<file path="config.mk">
export PLATFORM = sky130hd
export DESIGN_NAME = rps_match_sequencer
export DESIGN_NICKNAME = d
export VERILOG_FILES = /design/src/rtl/rps_pkg.sv /design/src/rtl/rps_down_counter.sv /design/src/rtl/rps_match_sequencer.sv
export SDC_FILE = /design/constraint.sdc
export NUM_CORES = 1
export LEC_CHECK = 0
export CAP_MARGIN = 25
export CORE_AREA = 2 2 62 64
export CTS_CLUSTER_DIAMETER = 120
export DETAILED_ROUTE_END_ITERATION = 12
export DIE_AREA = 0 0 64 66
export GPL_TIMING_DRIVEN = 0
export PLACE_DENSITY_LB_ADDON = 0.12
export SYNTH_ARGS = -nofsm -noshare
export SYNTH_HDL_FRONTEND = slang
export SYNTH_HIERARCHICAL = 1
export SYNTH_SLANG_ARGS = --single-unit
</file>
<file path="constraint.sdc">
create_clock -name clock -period 2.5 [get_ports clock]
set_input_delay 0.5 -clock clock [delete_from_list [all_inputs] [get_ports clock]]
set_output_delay 0.5 -clock clock [all_outputs]
set_load 0.1 [all_outputs]
</file>
<file path="src/rtl/rps_pkg.sv">
// Shared definitions for the Rock-Paper-Scissors match sequencer.
//
// Contents:
//   CHOICE_*       player-choice encoding as produced by the choice encoder
//   match_state_e  match sequencer state
//   result_e       decoded round result from the controller LEDs
//   decode_result  maps {win_led, lose_led} to a result_e
//   cnt_width      counter width needed to hold (cycles - 1), at least 1 bit

package rps_pkg;

    localparam logic [1:0] CHOICE_NONE     = 2'b00;
    localparam logic [1:0] CHOICE_ROCK     = 2'b01;
    localparam logic [1:0] CHOICE_PAPER    = 2'b10;
    localparam logic [1:0] CHOICE_SCISSORS = 2'b11;

    typedef enum logic [2:0] {
        StIdle,
        StClear,
        StWaitChoice,
        StThink,
        StStop,
        StEval,
        StHold,
        StDone
    } match_state_e;

    typedef enum logic [1:0] {
        ResWin,
        ResLose,
        ResTie,
        ResErr
    } result_e;

    function automatic result_e decode_result(input logic win, input logic lose);
        result_e res;
        unique case ({win, lose})
            2'b10:   res = ResWin;
            2'b01:   res = ResLose;
            2'b11:   res = ResErr;
            default: res = ResTie;
        endcase
        return res;
    endfunction

    function automatic int unsigned cnt_width(input int unsigned cycles);
        return (cycles > 1) ? $clog2(cycles) : 1;
    endfunction

endpackage

</file>
<file path="src/rtl/rps_down_counter.sv">
// Loadable down-counter with a zero flag.
//
// Ports:
//   clock       system clock
//   reset_n     asynchronous active-low reset (count returns to 0)
//   load        load load_value this cycle (has priority over enable)
//   load_value  value to load
//   enable      decrement by one; holds at 0
//   zero        high while the count is 0

module rps_down_counter #(
    parameter int unsigned WIDTH = 4
) (
    input  logic             clock,
    input  logic             reset_n,
    input  logic             load,
    input  logic [WIDTH-1:0] load_value,
    input  logic             enable,
    output logic             zero
);

    logic [WIDTH-1:0] count_q;

    always_ff @(posedge clock or negedge reset_n) begin
        if (!reset_n) begin
            count_q <= '0;
        end else if (load) begin
            count_q <= load_value;
        end else if (enable && (count_q != '0)) begin
            count_q <= count_q - 1'b1;
        end
    end

    assign zero = (count_q == '0);

endmodule

</file>
<file path="src/rtl/rps_match_sequencer.sv">
// Match-level master for the Rock-Paper-Scissors game controller. Sequences rounds by driving
// the controller's reset and stop inputs, scores each round from its win/lose LEDs, and
// declares the match winner at first-to-ROUNDS_TO_WIN.
//
// Optional build macro: MATCH_TIMEOUT_EN -- forfeits a round to the CPU when the player makes
// no choice within TIMEOUT_CYCLES of entering WAIT_CHOICE.
//
// Ports:
//   clock             system clock
//   reset_n           asynchronous active-low reset
//   start             pulse, begins a new match from IDLE or DONE
//   player_choice     player choice, 00 = none
//   win_led/lose_led  controller round result
//   game_reset        controller reset_button (active-high)
//   stop_signal       controller stop/lock-in
//   player_score      player round wins this match
//   cpu_score         CPU round wins this match
//   round_count       rounds evaluated this match (saturating)
//   busy              high outside IDLE and DONE
//   match_done        high in DONE
//   player_won_match  match winner, valid while match_done
//   result_error      sticky: both LEDs seen high at evaluation

module rps_match_sequencer
    import rps_pkg::*;
#(
    parameter int unsigned ROUNDS_TO_WIN  = 2,
    parameter int unsigned THINK_CYCLES   = 16,
    parameter int unsigned RESULT_HOLD    = 8,
    parameter int unsigned SCORE_W        = 4,
    parameter int unsigned TIMEOUT_CYCLES = 1000
) (
    input  logic               clock,
    input  logic               reset_n,
    input  logic               start,
    input  logic [1:0]         player_choice,
    input  logic               win_led,
    input  logic               lose_led,
    output logic               game_reset,
    output logic               stop_signal,
    output logic [SCORE_W-1:0] player_score,
    output logic [SCORE_W-1:0] cpu_score,
    output logic [SCORE_W-1:0] round_count,
    output logic               busy,
    output logic               match_done,
    output logic               player_won_match,
    output logic               result_error
);

    localparam int unsigned THINK_W = cnt_width(THINK_CYCLES);
    localparam int unsigned HOLD_W  = cnt_width(RESULT_HOLD);
    localparam logic [SCORE_W-1:0] WIN_TARGET = SCORE_W'(ROUNDS_TO_WIN);

    match_state_e       state_q, state_d;
    logic [SCORE_W-1:0] player_score_q, player_score_d;
    logic [SCORE_W-1:0] cpu_score_q, cpu_score_d;
    logic [SCORE_W-1:0] round_count_q, round_count_d;
    logic               result_error_q, result_error_d;
    logic               won_q, won_d;
    logic               stop_second_q, stop_second_d;
    logic               game_reset_q, stop_q, busy_q, done_q;

    logic    think_load, think_zero;
    logic    hold_load, hold_zero;
    result_e eval_result;

    assign eval_result = decode_result(win_led, lose_led);

    rps_down_counter #(
        .WIDTH(THINK_W)
    ) u_think_cnt (
        .clock     (clock),
        .reset_n   (reset_n),
        .load      (think_load),
        .load_value(THINK_W'(THINK_CYCLES - 1)),
        .enable    (state_q == StThink),
        .zero      (think_zero)
    );

    rps_down_counter #(
        .WIDTH(HOLD_W)
    ) u_hold_cnt (
        .clock     (clock),
        .reset_n   (reset_n),
        .load      (hold_load),
        .load_value(HOLD_W'(RESULT_HOLD - 1)),
        .enable    (state_q == StHold),
        .zero      (hold_zero)
    );

`ifdef MATCH_TIMEOUT_EN
    localparam int unsigned TIMEOUT_W = cnt_width(TIMEOUT_CYCLES);

    logic timeout_load, timeout_zero;

    // Loaded only from CLEAR, so a choice withdrawn in THINK resumes the same countdown.
    rps_down_counter #(
        .WIDTH(TIMEOUT_W)
    ) u_timeout_cnt (
        .clock     (clock),
        .reset_n   (reset_n),
        .load      (timeout_load),
        .load_value(TIMEOUT_W'(TIMEOUT_CYCLES - 1)),
        .enable    (state_q == StWaitChoice),
        .zero      (timeout_zero)
    );
`endif

    always_comb begin
        state_d        = state_q;
        player_score_d = player_score_q;
        cpu_score_d    = cpu_score_q;
        round_count_d  = round_count_q;
        result_error_d = result_error_q;
        won_d          = won_q;
        // Second STOP cycle is flagged so STOP lasts exactly two cycles.
        stop_second_d  = (state_q == StStop) && !stop_second_q;
        think_load     = 1'b0;
        hold_load      = 1'b0;
`ifdef MATCH_TIMEOUT_EN
        timeout_load   = 1'b0;
`endif

        unique case (state_q)
            StIdle, StDone: begin
                if (start) begin
                    state_d        = StClear;
                    player_score_d = '0;
                    cpu_score_d    = '0;
                    round_count_d  = '0;
                    result_error_d = 1'b0;
                    won_d          = 1'b0;
                end
            end
            StClear: begin
                state_d = StWaitChoice;
`ifdef MATCH_TIMEOUT_EN
                timeout_load = 1'b1;
`endif
            end
            StWaitChoice: begin
                if (player_choice != CHOICE_NONE) begin
                    state_d    = StThink;
                    think_load = 1'b1;
                end
`ifdef MATCH_TIMEOUT_EN
                else if (timeout_zero) begin
                    // Forfeit: score the round for the CPU and go straight to HOLD.
                    state_d       = StHold;
                    hold_load     = 1'b1;
                    cpu_score_d   = cpu_score_q + 1'b1;
                    round_count_d = (round_count_q == '1) ? round_count_q
                                                          : round_count_q + 1'b1;
                end
`endif
            end
            StThink: begin
                if (player_choice == CHOICE_NONE) begin
                    state_d = StWaitChoice;
                end else if (think_zero) begin
                    state_d = StStop;
                end
            end
            StStop: begin
                if (stop_second_q) begin
                    state_d = StEval;
                end
            end
            StEval: begin
                unique case (eval_result)
                    ResWin:  player_score_d = player_score_q + 1'b1;
                    ResLose: cpu_score_d    = cpu_score_q + 1'b1;
                    ResErr:  result_error_d = 1'b1;
                    default: ;
                endcase
                round_count_d = (round_count_q == '1) ? round_count_q : round_count_q + 1'b1;
                hold_load     = 1'b1;
                state_d       = StHold;
            end
            StHold: begin
                if (hold_zero) begin
                    if (player_score_q == WIN_TARGET) begin
                        state_d = StDone;
                        won_d   = 1'b1;
                    end else if (cpu_score_q == WIN_TARGET) begin
                        state_d = StDone;
                        won_d   = 1'b0;
                    end else begin
                        state_d = StClear;
                    end
                end
            end
            default: state_d = StIdle;
        endcase
    end

    // Control outputs are registered from the next state so they align with it.
    always_ff @(posedge clock or negedge reset_n) begin
        if (!reset_n) begin
            state_q        <= StIdle;
            player_score_q <= '0;
            cpu_score_q    <= '0;
            round_count_q  <= '0;
            result_error_q <= 1'b0;
            won_q          <= 1'b0;
            stop_second_q  <= 1'b0;
            game_reset_q   <= 1'b1;
            stop_q         <= 1'b0;
            busy_q         <= 1'b0;
            done_q         <= 1'b0;
        end else begin
            state_q        <= state_d;
            player_score_q <= player_score_d;
            cpu_score_q    <= cpu_score_d;
            round_count_q  <= round_count_d;
            result_error_q <= result_error_d;
            won_q          <= won_d;
            stop_second_q  <= stop_second_d;
            game_reset_q   <= (state_d inside {StIdle, StClear, StDone});
            stop_q         <= (state_d inside {StStop, StEval, StHold});
            busy_q         <= !(state_d inside {StIdle, StDone});
            done_q         <= (state_d == StDone);
        end
    end

    assign game_reset       = game_reset_q;
    assign stop_signal      = stop_q;
    assign player_score     = player_score_q;
    assign cpu_score        = cpu_score_q;
    assign round_count      = round_count_q;
    assign busy             = busy_q;
    assign match_done       = done_q;
    assign player_won_match = won_q;
    assign result_error     = result_error_q;

endmodule

</file>
==> impl_metrics.tcl <==
set metrics [dict create \
    worstPathMaxFanout 6 \
    switching_share 0.499 \
    p_int_mw 1.19 \
    p_leak_nw 0.932 \
    tns_ns 0 \
    netlist-cell-type-count 54 \
    dr_wl_met3_um 154 \
    ys_ff_latch 29 \
    grt_max_degree 19 \
    syn_area_um2 1700 \
    status "finished clean" \
    ctsLongestPathBuffers 2 \
    rsz0062_at_grt "no" \
    cp-startpoint "player_score[0]$_DFFE_PN0P_" \
    grt_pass1_vias 1436 \
    path_buf_inv 1 \
    hold_ws_ns 0.437 \
    synth_ff_type "dfrtp_1" \
    drc 0 \
    ir_drop_v 0.000717 \
    cts_tree "yes" \
    critPathSlowestCell "clkdlybuf4s50_1" \
    num_antenna_cells 0 \
    cts-root-buf "clkbuf_4" \
    wl_per_cell_um 13.2 \
    ant_nets 0 \
    min_period_over_period 0.974 \
    top_layer "met4" \
    routed_via_density 5.46 \
    drt_wl_total_um 3470 \
    cts_buffers 5 \
    post_cts_resized 0 \
    track_usage 0.193 \
    netlist_top_cells_area "dfrtp_1 41%, ha_1 5.9%, o21ai_0 4.4%" \
    die_w_um 64 \
    min_period_ns 2.44 \
    max_freq_mhz 410 \
    yosysTopAreaCell "dfrtp_1" \
    finalPower_mw 2.38 \
    worstHoldStart "stop_second_q$_DFF_PN0_" \
    tightestPinTransition_ns 0.968 \
    finalHoldViolCount 0 \
    maxSlewHeadroom 0.353 \
    synth_warnings 6 \
    synth_edf_count 0 \
    die_h_um 66 \
    num_rows 22 \
    cts-hold-fix-buffers 0 \
    ys_top_cells_by_count "28 x dfrtp_1, 16 x nand2_1, 15 x o21ai_0" \
    power_frac_clock 0.126 \
    grt_overflow_total 0 \
    cp.required_ns 2.00 \
    clkTransAtPathRegs_ns 0.10 \
    crit_family "buffers and inverters" \
    drtIter0Drc 65 \
    grt_antenna_before_repair 0 \
    syn_avg_cell_area_um2 9.71 \
    crit_type "flop to primary output" \
    finalClockSkew_ns 0.0150 \
    pwr-share-comb 0.572 \
    synth.most_common_cell "dfrtp_1" \
    grt_pass1_wl_um 6280 \
    ys_async_sr_fraction 1.00 \
    yosysSeqAreaShare 0.428 \
    hold_path.class "flop to flop" \
    vias 1431 \
    area_growth_pct 24.2 \
    synth.top_cell.area_share 0.412 \
    coreArea_um2 3550 \
    clock_latency_ns 0.34 \
    cp.arrival_ns 1.94 \
    drv_slew 0 \
    nets 228 \
    switchingPower_mw 1.19 \
    drv_cap 0 \
    setup_viol_count_final 0 \
    io_buffer_count 24 \
    cp_cell_sequence "clkdlybuf4s50_1" \
    gp_congestion 0.779 \
    wl_met1_um 1600 \
    r2r_start "u_think_cnt/count_q[0]$_DFFE_PN0P_" \
    start_kind "flop" \
    io_pins 25 \
    p_per_area_nw_per_um2 1130 \
    start_util 0.479 \
    final_layout_size_suffix_gt1_frac 0.140 \
    post-dp-hpwl_um 2570 \
    cpPeakStageDelay_ns 1.16 \
    clkSinkCount 29 \
    setup.worst_path.end_class "primary output" \
    htree_levels 2 \
    first_pass_iters 6 \
    syn_inst 175 \
    dr_wl_met2_um 1660 \
    pwr-share-seq 0.301 \
    post-cts-setup-buffers 0 \
    dieArea_um2 4220 \
]
[path summary, 6_finish.rpt]
kind / slack, ns / cells after the start / to
setup / recovery: 0.06 / 1 / player_score[0]
hold / removal: 0.44 / 1 / stop_second_q$_DFF_PN0_
setup reg to reg: 0.52 / 7 / stop_signal$_DFF_PN0_
hold reg to reg: 0.44 / 1 / stop_second_q$_DFF_PN0_
max in group asynchronous: 1.35 / 2 / round_count[0]$_DFFE_PN0P_
min in group asynchronous: 0.62 / 1 / u_hold_cnt/count_q[1]$_DFFE_PN0P_
[placed cells by master (no fill, tap or decap), drive strengths merged, types with 3 or more instances in the layout]
master / n
o21ai: 19
or4b: 3
o211ai: 3
nor2: 9
nand3: 8
o21a: 4
buf: 7
nand2: 16
a21oi: 10
nor3: 5
ha: 8
nor2b: 3
conb: 7
dfrtp: 28
nor3b: 4
clkdlybuf4s50: 23
clkbuf: 8
inv: 13
[kinds of logic after synthesis]
| kind of cell | after synthesis | share of synthesized area |
|---|---|---|
| adder cells (fa/ha/maj) | 8 | 0.0589 |
| other | 1 | 0.00221 |
| AND/OR/NAND/NOR | 62 | 0.221 |
| AO/OA/AOI/OAI | 55 | 0.231 |
| flip-flops | 29 | 0.428 |
| multiplexers | 1 | 0.00589 |
| buffers and inverters | 19 | 0.0530 |
[power groups by stage]
stage	combinational [mW]	clock, mW	sequential, mW
2_1_floorplan	0.596	0	1.18
3_3_place_gp	1.31	0	0.716
3_5_place_dp	1.36	0	0.726
4_1_cts	1.37	0.306	0.716
5_1_grt	1.47	0.328	0.736
6_report	1.36	0.301	0.716
[final cells by class]
| class | count | area [µm²] |
|---|---|---|
| Inverter | 13 | 48.8 |
| Buffer | 6 | 41.3 |
| Sequential cell | 29 | 727 |
| Fill cell | 316 | 1440 |
| Tap cell | 48 | 60.1 |
| Multi-Input combinational cell | 133 | 905 |
| Timing Repair Buffer | 25 | 270 |
| Clock buffer | 8 | 58.8 |
[per-layer routing]
metal / vias up / track usage
met5: - / 0
li1: 705 / -
met4: 0 / 0.0788
met1: 695 / 0.227
met3: 5 / 0.0630
met2: 26 / 0.323
[per-stage QoR]
step / instance area, µm² / instances / utilization / setup slack (ns)
2_1_floorplan: 1720 / 181 / - / 0.203
3_3_place_gp: 2020 / 253 / 0.569 / 0.377
3_5_place_dp: 2050 / 254 / 0.577 / 0.372
4_1_cts: 2110 / 262 / 0.594 / 0.0106
5_1_grt: 2110 / 262 / 0.594 / 0.00508
6_report: 2110 / 262 / 0.594 / 0.0639
[registers in the layout (all words and copies together) (netlist names)]
name                 flops
busy                     1
cpu_score                4
game_reset               1
match_done               1
player_score             4
player_won_match         1
result_error             1
round_count              4
state_q                  3
stop_second_q            1
stop_signal              1
u_hold_cnt/count_q       3
u_think_cnt/count_q      4
Power figures use the tool's default switching activity.
